## src/rtl/uart_pkg.sv

```systemverilog
// Shared types and constants for the word-wide UART transmitter.
package uart_pkg;

  typedef enum logic [1:0] {
    IDLE,
    START,
    DATA,
    STOP
  } tx_state_e;

  localparam logic        UART_IDLE_LEVEL = 1'b1;
  localparam int unsigned BITS_PER_BYTE   = 8;
  localparam int unsigned BYTES_PER_WORD  = 4;
  localparam int unsigned WORD_W          = 32;
  localparam int unsigned BAUD_W          = 16;

endpackage

```

## src/rtl/word_fifo.sv

```systemverilog
// Synchronous word FIFO; pointers wrap modulo DEPTH, count disambiguates full/empty.
module word_fifo
  import uart_pkg::*;
#(
  parameter int unsigned DEPTH = 8
) (
  input  logic                     clk,
  input  logic                     reset,
  input  logic                     push,
  input  logic                     pop,
  input  logic [WORD_W-1:0]        din,
  output logic [WORD_W-1:0]        dout,
  output logic                     full,
  output logic                     empty,
  output logic [$clog2(DEPTH):0]   count
);

  localparam int unsigned AW = $clog2(DEPTH);
  localparam int unsigned CW = AW + 1;

  logic [WORD_W-1:0] mem_q [DEPTH];
  logic [AW-1:0]     wr_ptr_q, wr_ptr_d;
  logic [AW-1:0]     rd_ptr_q, rd_ptr_d;
  logic [CW-1:0]     count_q, count_d;

  always_comb begin
    wr_ptr_d = wr_ptr_q + AW'(push);
    rd_ptr_d = rd_ptr_q + AW'(pop);
    count_d  = count_q + CW'(push) - CW'(pop);
  end

  always_ff @(posedge clk) begin
    if (reset) begin
      wr_ptr_q <= '0;
      rd_ptr_q <= '0;
      count_q  <= '0;
    end else begin
      wr_ptr_q <= wr_ptr_d;
      rd_ptr_q <= rd_ptr_d;
      count_q  <= count_d;
    end
  end

  // Storage needs no reset; count gates every read.
  always_ff @(posedge clk) begin
    if (push) begin
      mem_q[wr_ptr_q] <= din;
    end
  end

  assign dout  = mem_q[rd_ptr_q];
  assign count = count_q;
  assign full  = (count_q == CW'(DEPTH));
  assign empty = (count_q == '0);

endmodule

```

## src/rtl/uart_word_tx.sv

```systemverilog
// Buffers 32-bit store words and sends each as four 8N1 frames, byte 0 first.
module uart_word_tx
  import uart_pkg::*;
#(
  parameter int unsigned CLKS_PER_BIT = 434,
  parameter int unsigned DEPTH        = 8
) (
  input  logic               clk,
  input  logic               reset,
  input  logic               we,
  input  logic [WORD_W-1:0]  data,
  output logic               full,
  output logic               empty,
  output logic               busy,
  output logic               overflow,
  output logic               word_done,
  output logic               tx_serial
);

  localparam int unsigned CNT_W      = $clog2(DEPTH) + 1;
  localparam int unsigned BIT_IDX_W  = $clog2(BITS_PER_BYTE);
  localparam int unsigned BYTE_IDX_W = $clog2(BYTES_PER_WORD);

  tx_state_e              state_q, state_d;
  logic [BAUD_W-1:0]      baud_q, baud_d;
  logic [BIT_IDX_W-1:0]   bit_idx_q, bit_idx_d;
  logic [BYTE_IDX_W-1:0]  byte_idx_q, byte_idx_d;
  logic [WORD_W-1:0]      shreg_q, shreg_d;
  logic                   tx_q, tx_d;
  logic                   done_pend_q, done_pend_d;
  logic                   word_done_q, word_done_d;
  logic                   overflow_q, overflow_d;

  logic                   pop;
  logic                   push;
  logic                   baud_last;
  logic [WORD_W-1:0]      fifo_dout;
  logic [CNT_W-1:0]       fifo_count;
  logic [BITS_PER_BYTE-1:0] cur_byte;
  logic                   unused_count;

  assign pop          = (state_q == IDLE) & ~empty;
  assign push         = we & (~full | pop);
  assign baud_last    = (baud_q == BAUD_W'(CLKS_PER_BIT - 1));
  assign cur_byte     = shreg_q[BITS_PER_BYTE-1:0];
  assign unused_count = ^fifo_count;

  word_fifo #(
    .DEPTH (DEPTH)
  ) u_fifo (
    .clk   (clk),
    .reset (reset),
    .push  (push),
    .pop   (pop),
    .din   (data),
    .dout  (fifo_dout),
    .full  (full),
    .empty (empty),
    .count (fifo_count)
  );

  // tx_d is the line level for the current state; the register delays it one cycle.
  always_comb begin
    state_d     = state_q;
    baud_d      = baud_q;
    bit_idx_d   = bit_idx_q;
    byte_idx_d  = byte_idx_q;
    shreg_d     = shreg_q;
    tx_d        = UART_IDLE_LEVEL;
    done_pend_d = 1'b0;
    word_done_d = done_pend_q;
    overflow_d  = overflow_q | (we & ~push);

    case (state_q)
      IDLE: begin
        if (pop) begin
          shreg_d    = fifo_dout;
          byte_idx_d = '0;
          baud_d     = '0;
          state_d    = START;
        end
      end
      START: begin
        tx_d = 1'b0;
        if (baud_last) begin
          baud_d    = '0;
          bit_idx_d = '0;
          state_d   = DATA;
        end else begin
          baud_d = baud_q + BAUD_W'(1);
        end
      end
      DATA: begin
        tx_d = cur_byte[bit_idx_q];
        if (baud_last) begin
          baud_d = '0;
          if (bit_idx_q == BIT_IDX_W'(BITS_PER_BYTE - 1)) begin
            state_d = STOP;
          end else begin
            bit_idx_d = bit_idx_q + BIT_IDX_W'(1);
          end
        end else begin
          baud_d = baud_q + BAUD_W'(1);
        end
      end
      STOP: begin
        tx_d = UART_IDLE_LEVEL;
        if (baud_last) begin
          baud_d = '0;
          if (byte_idx_q == BYTE_IDX_W'(BYTES_PER_WORD - 1)) begin
            done_pend_d = 1'b1;
            state_d     = IDLE;
          end else begin
            byte_idx_d = byte_idx_q + BYTE_IDX_W'(1);
            shreg_d    = shreg_q >> BITS_PER_BYTE;
            state_d    = START;
          end
        end else begin
          baud_d = baud_q + BAUD_W'(1);
        end
      end
    endcase
  end

  always_ff @(posedge clk) begin
    if (reset) begin
      state_q     <= IDLE;
      baud_q      <= '0;
      bit_idx_q   <= '0;
      byte_idx_q  <= '0;
      shreg_q     <= '0;
      tx_q        <= UART_IDLE_LEVEL;
      done_pend_q <= 1'b0;
      word_done_q <= 1'b0;
      overflow_q  <= 1'b0;
    end else begin
      state_q     <= state_d;
      baud_q      <= baud_d;
      bit_idx_q   <= bit_idx_d;
      byte_idx_q  <= byte_idx_d;
      shreg_q     <= shreg_d;
      tx_q        <= tx_d;
      done_pend_q <= done_pend_d;
      word_done_q <= word_done_d;
      overflow_q  <= overflow_d;
    end
  end

  assign busy      = (state_q != IDLE);
  assign overflow  = overflow_q;
  assign word_done = word_done_q;
  assign tx_serial = tx_q;

endmodule

```

## config.mk

```make
export PLATFORM = sky130hd
export DESIGN_NAME = uart_word_tx
export DESIGN_NICKNAME = d
export VERILOG_FILES = /design/src/rtl/uart_pkg.sv /design/src/rtl/word_fifo.sv /design/src/rtl/uart_word_tx.sv
export SDC_FILE = /design/constraint.sdc
export NUM_CORES = 1
export LEC_CHECK = 0
export ABC_AREA = 1
export BUFFER_PORTS_ARGS = -buffer_cell sky130_fd_sc_hd__buf_2
export CAP_MARGIN = 20
export CORE_ASPECT_RATIO = 1.25
export CORE_MARGIN = 1.5
export CORE_UTILIZATION = 50
export CTS_CLUSTER_DIAMETER = 40
export CTS_CLUSTER_SIZE = 25
export DETAILED_ROUTE_END_ITERATION = 12
export MAX_ROUTING_LAYER = met4
export PLACE_DENSITY = 0.66
export SLEW_MARGIN = 40
export SYNTH_ARGS = -nofsm -noshare
export SYNTH_HDL_FRONTEND = slang
export SYNTH_HIERARCHICAL = 1
export SYNTH_SLANG_ARGS = --single-unit
```

## constraint.sdc

```tcl
create_clock -name clk -period 3.7 [get_ports clk]
set_clock_uncertainty 0.2 [all_clocks]
set_input_delay 0 -clock clk [delete_from_list [all_inputs] [get_ports clk]]
set_output_delay 0 -clock clk [all_outputs]
set_load 0.03 [all_outputs]
```

# [Word-level counts from Yosys, hierarchy flattened]
# Memory sizes are Yosys's and may differ from the RTL's. A register that Yosys moved wholly into a read port is not among the register bits.
# Index checks and enable logic that the tools add are counted.
[classes] n_mux=29 addsub=7 reduce_logical=10 bitwise=10 magnitude_cmp=1 eq_ne=14
[op_table] operator="2-to-1 mux 32 bit" count=3
[op_table] operator="one-hot mux 32 bit (2 select lines)" count=1
[op_table] operator="2-to-1 mux 16 bit" count=2
[op_table] operator="one-hot mux 16 bit (2 select lines)" count=1
[op_table] operator="adder 16 x 1 -> 16 bit (second input constant)" count=1
[op_table] operator="equality test 16 x 9 -> 1 bit (second input constant)" count=1
[op_table] operator="2-to-1 mux 2 bit" count=8
[op_table] operator="!= test 2 bit (second input constant)" count=7
[op_table] operator="2-to-1 mux 3 bit" count=4
[op_table] operator="one-hot mux 2 bit (4 select lines)" count=1
[op_table] operator="AND reduction 4 bit" count=2
[op_table] operator="adder 3 x 1 -> 3 bit" count=2
[op_table] operator="equality test 2 bit (second input constant)" count=3
[op_table] operator="one-hot mux 3 bit (2 select lines)" count=1
[op_table] operator="nonzero test 2 bit" count=3
[op_table] operator="OR reduction 3 bit" count=2
[op_table] operator="2-to-1 mux 1 bit" count=5
[op_table] operator="inverter 1 bit" count=5
[op_table] operator="AND reduction 5 bit" count=1
[op_table] operator="adder 4 x 1 -> 4 bit" count=1
[op_table] operator="equality test 4 bit (second input constant)" count=1
[op_table] operator="logical NOT 4 bit" count=1
[op_table] operator="less-than comparator 3 x 4 -> 1 bit (second input constant)" count=1
[op_table] operator="one-hot mux 2 bit (2 select lines)" count=1
[op_table] operator="10 further kinds" count=13
[totals] in_bits=35 reg_bits=69 elab_cells=84 n_memories=1 out_inout_bits=6 ram_bits=256
[memory_table] memory="u_fifo.mem_q" depth=8 word_bits=32 read_ports=1 rd_ports_with_merged_regs=1 wr=1 line="word_fifo.sv:21" text="logic [WORD_W-1:0] mem_q [DEPTH];"

# [Depth between registers and ports, before layout]
[logic_depth] depth_word=8 mapped_depth=12 ltp_nobuf=12

# [By module]
# Netlist, hierarchy kept.
[modules_own_cells] mod="word_fifo" cells_per_inst=1182 instances=1 seq_area_each_um2=7887.6 area_each_um2=11737.5
[modules_own_cells] mod="uart_word_tx" cells_per_inst=496 instances=1 seq_area_each_um2=1181.1 area_each_um2=3223.1

# [Worst setup path before layout]
# No wires, ideal clock.
[synth_timing] path_kind="flip-flop to flip-flop" from="reg state_q[0]" to="mem u_fifo.mem_q[1][0], enable pin" path_stages_with_launch=9 required_time_ps=3079 t_arrival_ps=3003 synth_period_minus_slack_ps=3625 setup_time_ps=421 path_buffers=0 path_slack_ps=75 path_cell_list="dfxtp_1 > inv_1 > ha_1 > clkinv_1 > nor2_1 > nor2_1 > nor2_1 > nand2_1 > nor2_1"
[synth_via] elab_chain_len=6
[synth_rtl] element="start: declaration" line="uart_word_tx.sv:24" text="tx_state_e state_q, state_d;"
[synth_rtl] element="start signal: assignment" line="uart_word_tx.sv:137" text="state_q <= state_d;"
[synth_rtl] element="logical NOT 2 bit" line="uart_word_tx.sv:42" text="assign pop = (state_q == IDLE) & ~empty;"
[synth_rtl] element="AND 1 bit" line="uart_word_tx.sv:42"
[synth_rtl] element="named net pop" line="uart_word_tx.sv:34" text="logic pop;"
[synth_rtl] element="bitwise OR 1 bit" line="uart_word_tx.sv:43" text="assign push = we & (~full | pop);"
[synth_rtl] element="AND 1 bit" line="uart_word_tx.sv:43"
[synth_rtl] element="named net push" line="uart_word_tx.sv:35" text="logic push;"
[synth_rtl] element="2-to-1 mux 1 bit" line="word_fifo.sv:46" text="if (push) begin"
[synth_rtl] element="2-to-1 mux 1 bit (implied by the code)" line="word_fifo.sv:47" text="mem_q[wr_ptr_q] <= din;"
[synth_rtl] element="end: declaration" line="word_fifo.sv:21"
# The timed path passes the listed nets, and every way through them passes these cells.

# [Final worst setup path]
[layout_timing] from="reg state_q[0]" to="mem u_fifo.mem_q[2][7], enable pin"
# The elaborated chain is that of the path after synthesis.

==> results by group <==
Yosys
  • Synthesized cell area: 15000 um2
  • Post-synth ARST share: 0
  • Mapped Cells: 1678
  • Syn Nets: 1734
  • Sequential share of the synthesized area: 0.606
  • Seq cells post-synth: 325
  • Synth Warn #: 6
  • Distinct cells, synth: 35
  • Post-synth EDFFs: 256
  • Synth Area per Inst: 8.92 um2
  • Main synth FF type: edfxtp_1

Clocking
  • Clock latency on the worst-skew pair: 0.53 ns
  • Post-CTS setup buffer count: 0
  • H-tree Lvls: 2
  • CTS tree: done
  • CTS sink cnt: 325
  • Total CTS buffers: 39
  • Root Buffer: clkbuf_16
  • CTS hold repair buffers: 35
  • Post-CTS Resized: 0
  • Max Root-Sink Buffers: 3
  • Clock-pin transition on the worst setup and hold timing paths: 0.07 ns

Outcome
  • Status: finished clean

Floorplan
  • Core area: 29300 um2
  • Die area: 31000 um2
  • Initial core utilization: 0.510
  • Boundary Pins: 41
  • Die H: 196 um
  • Die Width: 158 um
  • FP Rows: 70

Worst setup path
  • Crit. Startpoint: state_q[0]
  • Worst Path Arrival: 3.08 ns
  • Worst Path Max Fanout: 32
  • Worst Setup Path Type: flop to flop
  • Setup slack, reg-to-reg: 0.57 ns
  • Worst r2r path cells: 9
  • Critical path capture point type: flop
  • Worst r2r src: state_q[0]
  • Worst path required time: 3.66 ns
  • Crit path launch type: flop

Worst hold path
  • WHS Path Cells: 2
  • Hold path start: data[21]
  • Hold WC Path Type: input port to flop

Layout
  • Register area: 9070 um2
  • # diodes: 0
  • Area growth syn-to-layout: 15.3%
  • Layout cells sized above 1: 0.0943
  • Commonest non-fill, non-tap cell in the layout: nand2_1
  • Layout Nets: 1797
  • Multi-input gate area: 4290 um2
  • Fillcell total: 2493
  • Post-route cell area: 17200 um2
  • Most frequent cells in the layout: 593 x nand2_1, 317 x inv_1, 256 x edfxtp_1
  • Fin cells: 2167

Power and ir drop
  • P per Cell Area: 690 nW/um2
  • Leakage power: 0.00781 uW
  • Max VDD drop: 0.000432 V

Timing
  • Worst Tran Pin Value: 0.812 ns
  • Final setup fails: 0
  • Fin. max-slew vios: 0
  • Crit path time final: 3.13 ns
  • Rel. slew slack: 0.459
  • Final Hold Vio Count: 0
  • Setup TNS: 0 ns
  • RSZ-0062 raised after global routing: no
  • Max Freq: 320 MHz
  • Final period util: 0.845

GRT
  • Largest net degree at the start of global routing: 74
  • Number of global-route vias before repair: 10400
  • GR Util All Layers: 0.226
  • First-pass GRT wire length: 53.0 mm
  • Initial antenna violation count: 0
  • Overflow after GRT: 0

Placement
  • Placed instance count: 2060
  • Post-detail-place hpwl: 19.3 mm
  • Placed Instance Area: 15500 um2
  • Port bufs: 40
  • Final GP Congestion: 0.812

Drt
  • Antenna viol nets, final: 0
  • Drt total wl: 32.6 mm
  • Vias per inst: 4.91
  • DR DRC count: 0
  • DR pass1 iterations: 5
  • DRT iter0 DRCs: 681
  • Via count: 10600
  • Post-DR wirelength/cell: 15.0 um

Run
  • Max-Cap Viols: 0
==> cells by family (layout without fill, tap and decap cells) <==
| logic type | after synthesis | after routing | share of synthesized area |
|---|---|---|---|
| and+or+nand+nor | 858 | 858 | 0.238 |
| buffers and inverters | 400 | 493 | 0.111 |
| DFF | 325 | 325 | 0.606 |
| AOI/OAI and AO/OA | 69 | 69 | 0.0243 |
| adders and majority gates | 21 | 21 | 0.0181 |
| xor gates and xnor gates | 5 | 5 | 0.00293 |
==> final cells by class <==
class / instances / area share
clock inverter: 28 / 0.0166
sequential: 325 / 0.526
inverter: 322 / 0.0701
tap: 396 / 0.0287
multi-input combinational: 953 / 0.249
clock buffer: 43 / 0.0617
timing repair buffer: 100 / 0.0479
==> per-layer routing <==
layer	wire [um]	up-vias	global-route usage
met5	0	-	-
met4	930	0	0.0741
met3	1200	64	0.0312
met2	16500	204	0.391
met1	14000	4989	0.273
li1	-	5388	-
==> flip-flops by register name, summed over array words and instances (netlist names), 2 cells and up <==
name             count
u_fifo/mem_q       256
shreg_q             32
u_fifo/rd_ptr_q      3
baud_q              16
u_fifo/count         4
byte_idx_q           2
bit_idx_q            3
u_fifo/wr_ptr_q      3
state_q              2
==> cells in the mapped netlist (2+ instances only) <==
master    instances  area [um2]
edfxtp_1        256        7690
nor2_2            2        12.5
o21ai_0          11        55.1
buf_6            13         146
clkbuf_1         22        82.6
dfxtp_1          69        1380
ha_1             20         250
inv_2             3        11.3
nor3b_1           2        15.0
buf_4             7        52.6
or2_2             3        18.8
inv_1           317        1190
nand4_1          32         200
a21oi_1          50         250
nand2_2          11        68.8
buf_2            27         135
nor2_1           62         233
buf_1             9        33.8
nand2_1         593        2230
o22ai_1           2        12.5
nand3_1         148         741
clkinv_1          2        7.51
xnor2_1           5        43.8
==> worst paths after layout <==
kind,end
min reg2reg,word_done
min,u_fifo/mem_q[0][21]
max reg2reg,u_fifo/mem_q[2][7]
max,u_fifo/mem_q[2][7]
==> worst max-delay path: stages (launching register included) <==
cell,delay [ns]
dfxtp_1,0.33
inv_1,0.17
ha_1,0.21
clkinv_1,0.24
nor2_1,0.27
nor2_1,0.09
nor2_1,0.30
nand2_1,0.33
nor2_4,0.16
buf_4,0.46
==> per-stage QoR <==
| stage | power, uW | setup slack, ns | hold WS, ns | utilization |
|---|---|---|---|---|
| after floorplan | 7190 | 0.0755 | -0.101 | - |
| after global placement | 7950 | 0.668 | 0.0807 | 0.529 |
| after detailed placement | 8010 | 0.537 | 0.0801 | 0.529 |
| after CTS | 12000 | 0.527 | 0.0638 | 0.587 |
| after global routing | 12600 | 0.287 | 0.0876 | 0.588 |
| final | 11900 | 0.574 | 0.0786 | 0.588 |
==> report_power, final <==
part | switching [uW] | internal (uW)
clock | 1650 | 2240
combinational | 2390 | 1090
sequential | 172 | 4350
total | 4210 | 7680
(Power assumes the default switching activity.)
